$ cat src/rtl/mac_seq_ctrl.sv
// Job sequencer for the 128x128->512 MAC datapath: clears the accumulator, streams
// operand pairs into it, waits for the pipeline to drain and returns the result.
module mac_seq_ctrl #(
  parameter int A_W     = 128,
  parameter int ACC_W   = 512,
  parameter int LEN_W   = 16,
  parameter int MAC_LAT = 1
) (
  input  logic             clk,
  input  logic             rst,
  input  logic             start,
  input  logic [LEN_W-1:0] len,
  output logic             busy,
  input  logic             op_valid,
  output logic             op_ready,
  input  logic [A_W-1:0]   op_a,
  input  logic [A_W-1:0]   op_b,
  output logic             mac_clr,
  output logic             mac_en,
  output logic [A_W-1:0]   mac_a,
  output logic [A_W-1:0]   mac_b,
  input  logic [ACC_W-1:0] mac_acc,
  output logic             res_valid,
  input  logic             res_ready,
  output logic [ACC_W-1:0] res_data,
  output logic [LEN_W-1:0] res_count
);

  typedef enum logic [2:0] {
    S_IDLE,
    S_CLEAR,
    S_STREAM,
    S_DRAIN,
    S_DONE
  } state_t;

  localparam int             DW         = $clog2(MAC_LAT + 3);
  localparam logic [DW-1:0]  DRAIN_LAST = DW'(MAC_LAT + 1);
  localparam logic [DW-1:0]  DRAIN_ONE  = DW'(1);

  state_t             state_q;
  logic [LEN_W-1:0]   len_q;
  logic [LEN_W-1:0]   cnt_q;
  logic [DW-1:0]      drain_q;
  logic               mac_clr_q;
  logic               mac_en_q;
  logic [A_W-1:0]     mac_a_q;
  logic [A_W-1:0]     mac_b_q;
  logic               res_valid_q;
  logic [ACC_W-1:0]   res_data_q;
  logic [LEN_W-1:0]   res_count_q;

  logic xfer;

  assign op_ready  = (state_q == S_STREAM);
  assign busy      = (state_q != S_IDLE);
  assign xfer      = op_valid & op_ready;

  assign mac_clr   = mac_clr_q;
  assign mac_en    = mac_en_q;
  assign mac_a     = mac_a_q;
  assign mac_b     = mac_b_q;
  assign res_valid = res_valid_q;
  assign res_data  = res_data_q;
  assign res_count = res_count_q;

  always_ff @(posedge clk) begin
    if (rst) begin
      state_q     <= S_IDLE;
      len_q       <= '0;
      cnt_q       <= '0;
      drain_q     <= '0;
      mac_clr_q   <= 1'b0;
      mac_en_q    <= 1'b0;
      mac_a_q     <= '0;
      mac_b_q     <= '0;
      res_valid_q <= 1'b0;
      res_data_q  <= '0;
      res_count_q <= '0;
    end else begin
      mac_clr_q <= 1'b0;
      mac_en_q  <= 1'b0;
      unique case (state_q)
        S_IDLE: begin
          if (start) begin
            len_q     <= len;
            cnt_q     <= '0;
            drain_q   <= '0;
            mac_clr_q <= 1'b1;
            state_q   <= S_CLEAR;
          end
        end
        S_CLEAR: begin
          // Drain counts MAC_LAT+1 cycles after the last MAC-visible event: the
          // final mac_en cycle when streaming, or the clear cycle for an empty job.
          if (len_q != '0) begin
            state_q <= S_STREAM;
          end else begin
            drain_q <= DRAIN_ONE;
            state_q <= S_DRAIN;
          end
        end
        S_STREAM: begin
          if (xfer) begin
            mac_en_q <= 1'b1;
            mac_a_q  <= op_a;
            mac_b_q  <= op_b;
            cnt_q    <= cnt_q + 1'b1;
            if (cnt_q == len_q - 1'b1) begin
              drain_q <= '0;
              state_q <= S_DRAIN;
            end
          end
        end
        S_DRAIN: begin
          if (drain_q == DRAIN_LAST) begin
            res_data_q  <= mac_acc;
            res_count_q <= len_q;
            res_valid_q <= 1'b1;
            state_q     <= S_DONE;
          end else begin
            drain_q <= drain_q + 1'b1;
          end
        end
        S_DONE: begin
          if (res_ready) begin
            res_valid_q <= 1'b0;
            state_q     <= S_IDLE;
          end
        end
        default: state_q <= S_IDLE;
      endcase
    end
  end

endmodule
$ cat config.mk
export PLATFORM = sky130hd
export DESIGN_NAME = mac_seq_ctrl
export DESIGN_NICKNAME = d
export VERILOG_FILES = /design/src/rtl/mac_seq_ctrl.sv
export SDC_FILE = /design/constraint.sdc
export NUM_CORES = 2
export LEC_CHECK = 0
export CAP_MARGIN = 30
export CORE_AREA = 2 2 608 610
export DETAILED_ROUTE_END_ITERATION = 16
export DIE_AREA = 0 0 610 612
export PLACE_DENSITY = 0.3
export SLEW_MARGIN = 20
export SYNTH_ARGS = -nofsm -noshare
export SYNTH_HDL_FRONTEND = slang
export SYNTH_SLANG_ARGS = --single-unit
export TNS_END_PERCENT = 100
$ cat constraint.sdc
create_clock -name clk -period 2.9 [get_ports clk]
set_input_delay 0.725 -clock clk [delete_from_list [all_inputs] [get_ports clk]]
set_output_delay 0.725 -clock clk [all_outputs]
set_load 0.02 [all_outputs]
After elaboration in Yosys (flattened, before gate mapping)
Index checks and enable logic that the tools add are counted.
- register bits after elaboration: 824
- bits of input ports: 789
- output and inout bits: 789
- logic and storage cells: 66
- add/subtract/negate cells: 3
- equal/unequal tests: 13
- muxes and demuxes: 21
- bitwise operators: 3
- reduce and logical (&&, ||, !) cells: 15
- operator list (operator ; count):
    $mux W16 ; 2
    $pmux W16 S2 ; 1
    $add A16 B1 Y16 const B ; 1
    $eq A16 B16 Y1 ; 1
    $reduce_bool A16 Y1 ; 1
    $sub A16 B1 Y16 const B ; 1
    $mux W3 ; 5
    $pmux W3 S5 ; 1
    $mux W2 ; 5
    $ne A2 B2 Y1 const B ; 5
    $pmux W2 S4 ; 1
    $eq A3 B2 Y1 const B ; 2
    $reduce_and A2 Y1 ; 3
    $reduce_and A3 Y1 ; 2
    $reduce_and A6 Y1 ; 1
    $mux W1 ; 5
    $reduce_and A5 Y1 ; 1
    $ne A2 B1 Y1 const B ; 2
    $reduce_bool A2 Y1 ; 2
    $reduce_bool A4 Y1 ; 1
    $reduce_or A2 Y1 ; 2
    $eq A3 B1 Y1 const B ; 1
    $eq A3 B3 Y1 const B ; 1
    $logic_not A3 Y1 ; 1
    other kinds (6) ; 7

Longest topological paths before layout
- depth in word-level cells: 5
- mapped depth: 9
- depth with buffers taken out: 9

Worst setup path before layout
OpenSTA, ideal clock, no wires.
- path kind: reg-to-reg
- start: register len_q[0]
- end: register state_q[0]
- library setup time: 0.070 ns
- arrival time: 2.554 ns
- required time: 2.830 ns
- slack: 0.276 ns
- cell stages (with the launch flop): 10
- buffers on the path: 0
- clock period less this slack: 2.624 ns
- cell sequence: dfxtp_1 -> inv_1 -> ha_1 -> nor4b_2 -> mux2_1 -> o311a_1 -> o21ai_1 -> nand2_1 -> or4_1 -> a21oi_1
- longest elaborated chain between the ends: 4
- elaborated cells on any way between the ends: 7
- those cells by class: add/sub: 1; eq/ne: 2; mux: 2; reduce/logical: 2
- ends and longest elaborated chain (what ; line ; source):
    from (decl) ; 42 ; logic [LEN_W-1:0] len_q;
    from (signal assigned) ; 86 ; len_q <= len;
    $sub A16 B1 Y16 ; 109 ; if (cnt_q == len_q - 1'b1) begin
    $eq A16 B16 Y1 ; 109 ;
    $ne A2 B1 Y1 (no source line) ; n/a ;
    $reduce_and A5 Y1 (no source line) ; n/a ;
    to (signal assigned) ; 111 ; state_q <= S_DRAIN;
    to (signal assigned) ; 120 ; state_q <= S_DONE;
    to (signal assigned) ; 128 ; state_q <= S_IDLE;
    to (decl) ; 41 ; state_t state_q;
Several ways; a longest one is shown, not always the timed one.
A chain may end at the register's enable or synchronous reset.

Worst setup path after layout
- start: register mac_b_q[7], in the netlist mac_b[7]
- end: output port mac_b[7]
- RTL lines (what ; line ; source):
    from (decl) ; 48 ; logic [A_W-1:0] mac_b_q;
    from (signal assigned) ; 107 ; mac_b_q <= op_b;
    to (decl) ; 21 ; output logic [A_W-1:0] mac_b,
No word-level cell between the ends.

==> impl_metrics.toml <==
[logic_synthesis]
async_flop_share_pct = 0
muxShareOfSynthArea_pct = 0.113
yosys.area_share.adder_pct = 0.174
ys_types = 52
synth_simple_gate_area_share_pct = 22.8
synth.cell_area_um2 = 28800
synth_area_per_cell_um2 = 7.79
synth_top_family_by_area = "simple AND/OR/NAND/NOR gates"
yosys_register_bits = 824
ys_warn_count = 0
ys_seq_area_share_pct = 57.2
synthFlopType = "dfxtp_1"
synth_fp_nets = 4496
synth_edf_count = 0
synth_compound_area_share_pct = 14.8
synthCells = 3703
synth_xor_area_share_pct = 1.00

[worst_setup_path]
crit_slowest_cell = "clkdlybuf4s50_1"
crit_arrival_ns = 2.07
critPathBufInv = 1
crit_chain = "clkdlybuf4s50_1"
cp_top_family = "buffers and inverters"
slowest_delay_ns = 0.69
end_kind = "primary output"
start_kind = "flip-flop"
path_class = "reg2out"
crit_required_ns = 2.17
critPathMaxFanout = 2

[die]
start_util_pct = 7.85
die_h_um = 612
core_area_um2 = 367000
die-area_um2 = 373000
rows = 223
die_x_um = 610
io_pins = 1578

[clocking]
clockBufferDepth = 4
clock_insertion_delay_worst_skew_ns = 0.84
cts_max_level = 3
clkTransAtPathRegs_ns = 0.06
cts_tree = "yes"
clock_sinks = 824
cts_root_buffer = "clkbuf_16"
cts_buffers = 120

[job]
maxCapViolCount = 0

[sta]
relSlewSlack_pct = 60.3
post-route-period-util_pct = 96.4
rsz0062_at_grt = "no"
final-hold-violation-count = 0
drv_slew = 0
max_clock_freq_ghz = 0.358
finalSetupViolCount = 0
worst_slew_pin_slew_ns = 0.593
min_period_ns = 2.80
skew_ns = 0.0746

[global_route]
gr-total-overflow = 0
first_global_vias = 31900
grt_pass1_wl_um = 323000
grt_max_degree = 101
grt_antenna_before_repair = 134
grtUsageTotal_pct = 12.8

[routing]
wl_per_cell_um = 24.6
num_vias = 32500
via_per_inst = 3.19
drt_iter0_markers = 1974
ant_nets = 0
post-route-drc-count = 0
dr.pass1.iters = 5
drt_wl_total_um = 250000

[place]
place_congestion = 0.940
portBuffers = 1577
dpl.cell_count = 9967
hpwlAfterDp_um = 206000

[layout]
instances_no_fill = 10200
nNetsFinal = 6045
final_cell_mix = "nand2_1, clkdlybuf4s50_1, dfxtp_1"
areaGrowthSynthToFinish_pct = 91.3
drive_gt1_share_pct = 6.46
layout_commonest_cell = "nand2_1"

[power]
power_w = 0.0310
p_per_area_nw_per_um2 = 562
vdd_drop_max_v = 0.000451
p_leak_nw = 17.5

[run_status]
status = "completed"

[worst_hold_path]
hold_path_class = "in2reg"
## timing repair
item,CTS,global route
buffers inserted,0,0
hold buffers,0,0
endpoints found under the hold margin,0,0
setup endpoints to repair,33,2
gates resized for setup,38,3
## flip-flops by register name (all words and copies together), names as in the netlist, 2 cells and up
register   cells
cnt_q         16
len_q         16
res_count     16
mac_b        128
res_data     512
mac_a        128
state_q        3
drain_q        2
## synth_stat cells, types with 2 or more instances
master,number,area [um2]
o31ai_1,2,15.0
or3_1,3,18.8
nand3b_1,2,15.0
o21a_1,2,15.0
a311oi_1,2,17.5
dfxtp_1,824,16500
nand2_1,1615,6060
nand2b_1,3,18.8
and2_1,3,18.8
a21oi_1,808,4040
or4_1,2,15.0
buf_6,2,22.5
and3_1,4,25.0
buf_1,5,18.8
xor2_1,18,158
xnor2_1,15,131
o21ai_0,6,30.0
inv_1,11,41.3
nor2_1,33,124
a211oi_1,2,15.0
a31oi_1,2,12.5
o21ai_1,4,20.0
clkbuf_1,269,1010
nor3_1,12,60.1
o311a_1,2,20.0
ha_1,4,50.1
nand4_1,7,43.8
nand3_1,12,60.1
mux2_1,2,22.5
buf_2,3,15.0
nor4_1,3,18.8
## power breakdown
| group | switching [W] | total [W] | internal (W) |
|---|---|---|---|
| logic | 0.00189 | 0.00375 | 0.00185 |
| clock network | 0.00624 | 0.0155 | 0.00922 |
| registers | 0.000198 | 0.0118 | 0.0116 |
## cell families after synthesis
logic type      Yosys count
simple gates           1709
compound gates          840
flops                   824
buf+inv                 290
xor+xnor                 33
fa+ha+maj                 4
mux                       3
## final timing paths
| check | startpoint | endpoint | slack (ns) | cells after the start |
|---|---|---|---|---|
| setup / recovery | mac_b[7] | mac_b[7] | 0.10 | 1 |
| hold / removal | rst | res_data[293] | 0.20 | 2 |
| setup reg to reg | len_q[1] | state_q[0] | 0.20 | 9 |
| hold reg to reg | res_count[9] | res_count[9] | 0.45 | 2 |
## layer usage
layer / part of all wire, % / GRT usage, % / wire length [um]
met1: 40 / 15.1 / 101000
met2: 49 / 22.5 / 124000
met3: 8.1 / 4.19 / 20200
met4: 2.1 / 2.24 / 5330
met5: 0.031 / 0 / 77
## per-stage QoR
step                      TNS [ns]  cell area (um2)  utilization (%)  setup slack [ns]  hold WS (ns)
after floorplan                  0            28800                -             0.276         0.464
final                            0            55200             15.0             0.103         0.203
after global routing             0            55100             15.0            0.0276         0.136
after CTS                        0            55100             15.0           0.00201        0.0931
after global placement     -0.0626            51100             13.9           -0.0320         0.443
after detailed placement         0            51100             13.9            0.0609         0.445
## final cells by class
cell class,instances,area (um2)
multi-input combinational,2589,11300
antenna,17,42.5
tap,4837,6050
timing repair buffer,1706,17200
inverter,11,41.3
sequential,824,16500
clock inverter,40,559
clock buffer,174,3470
fill,41900,312000
Note: power is estimated with default switching activity, not from simulation.
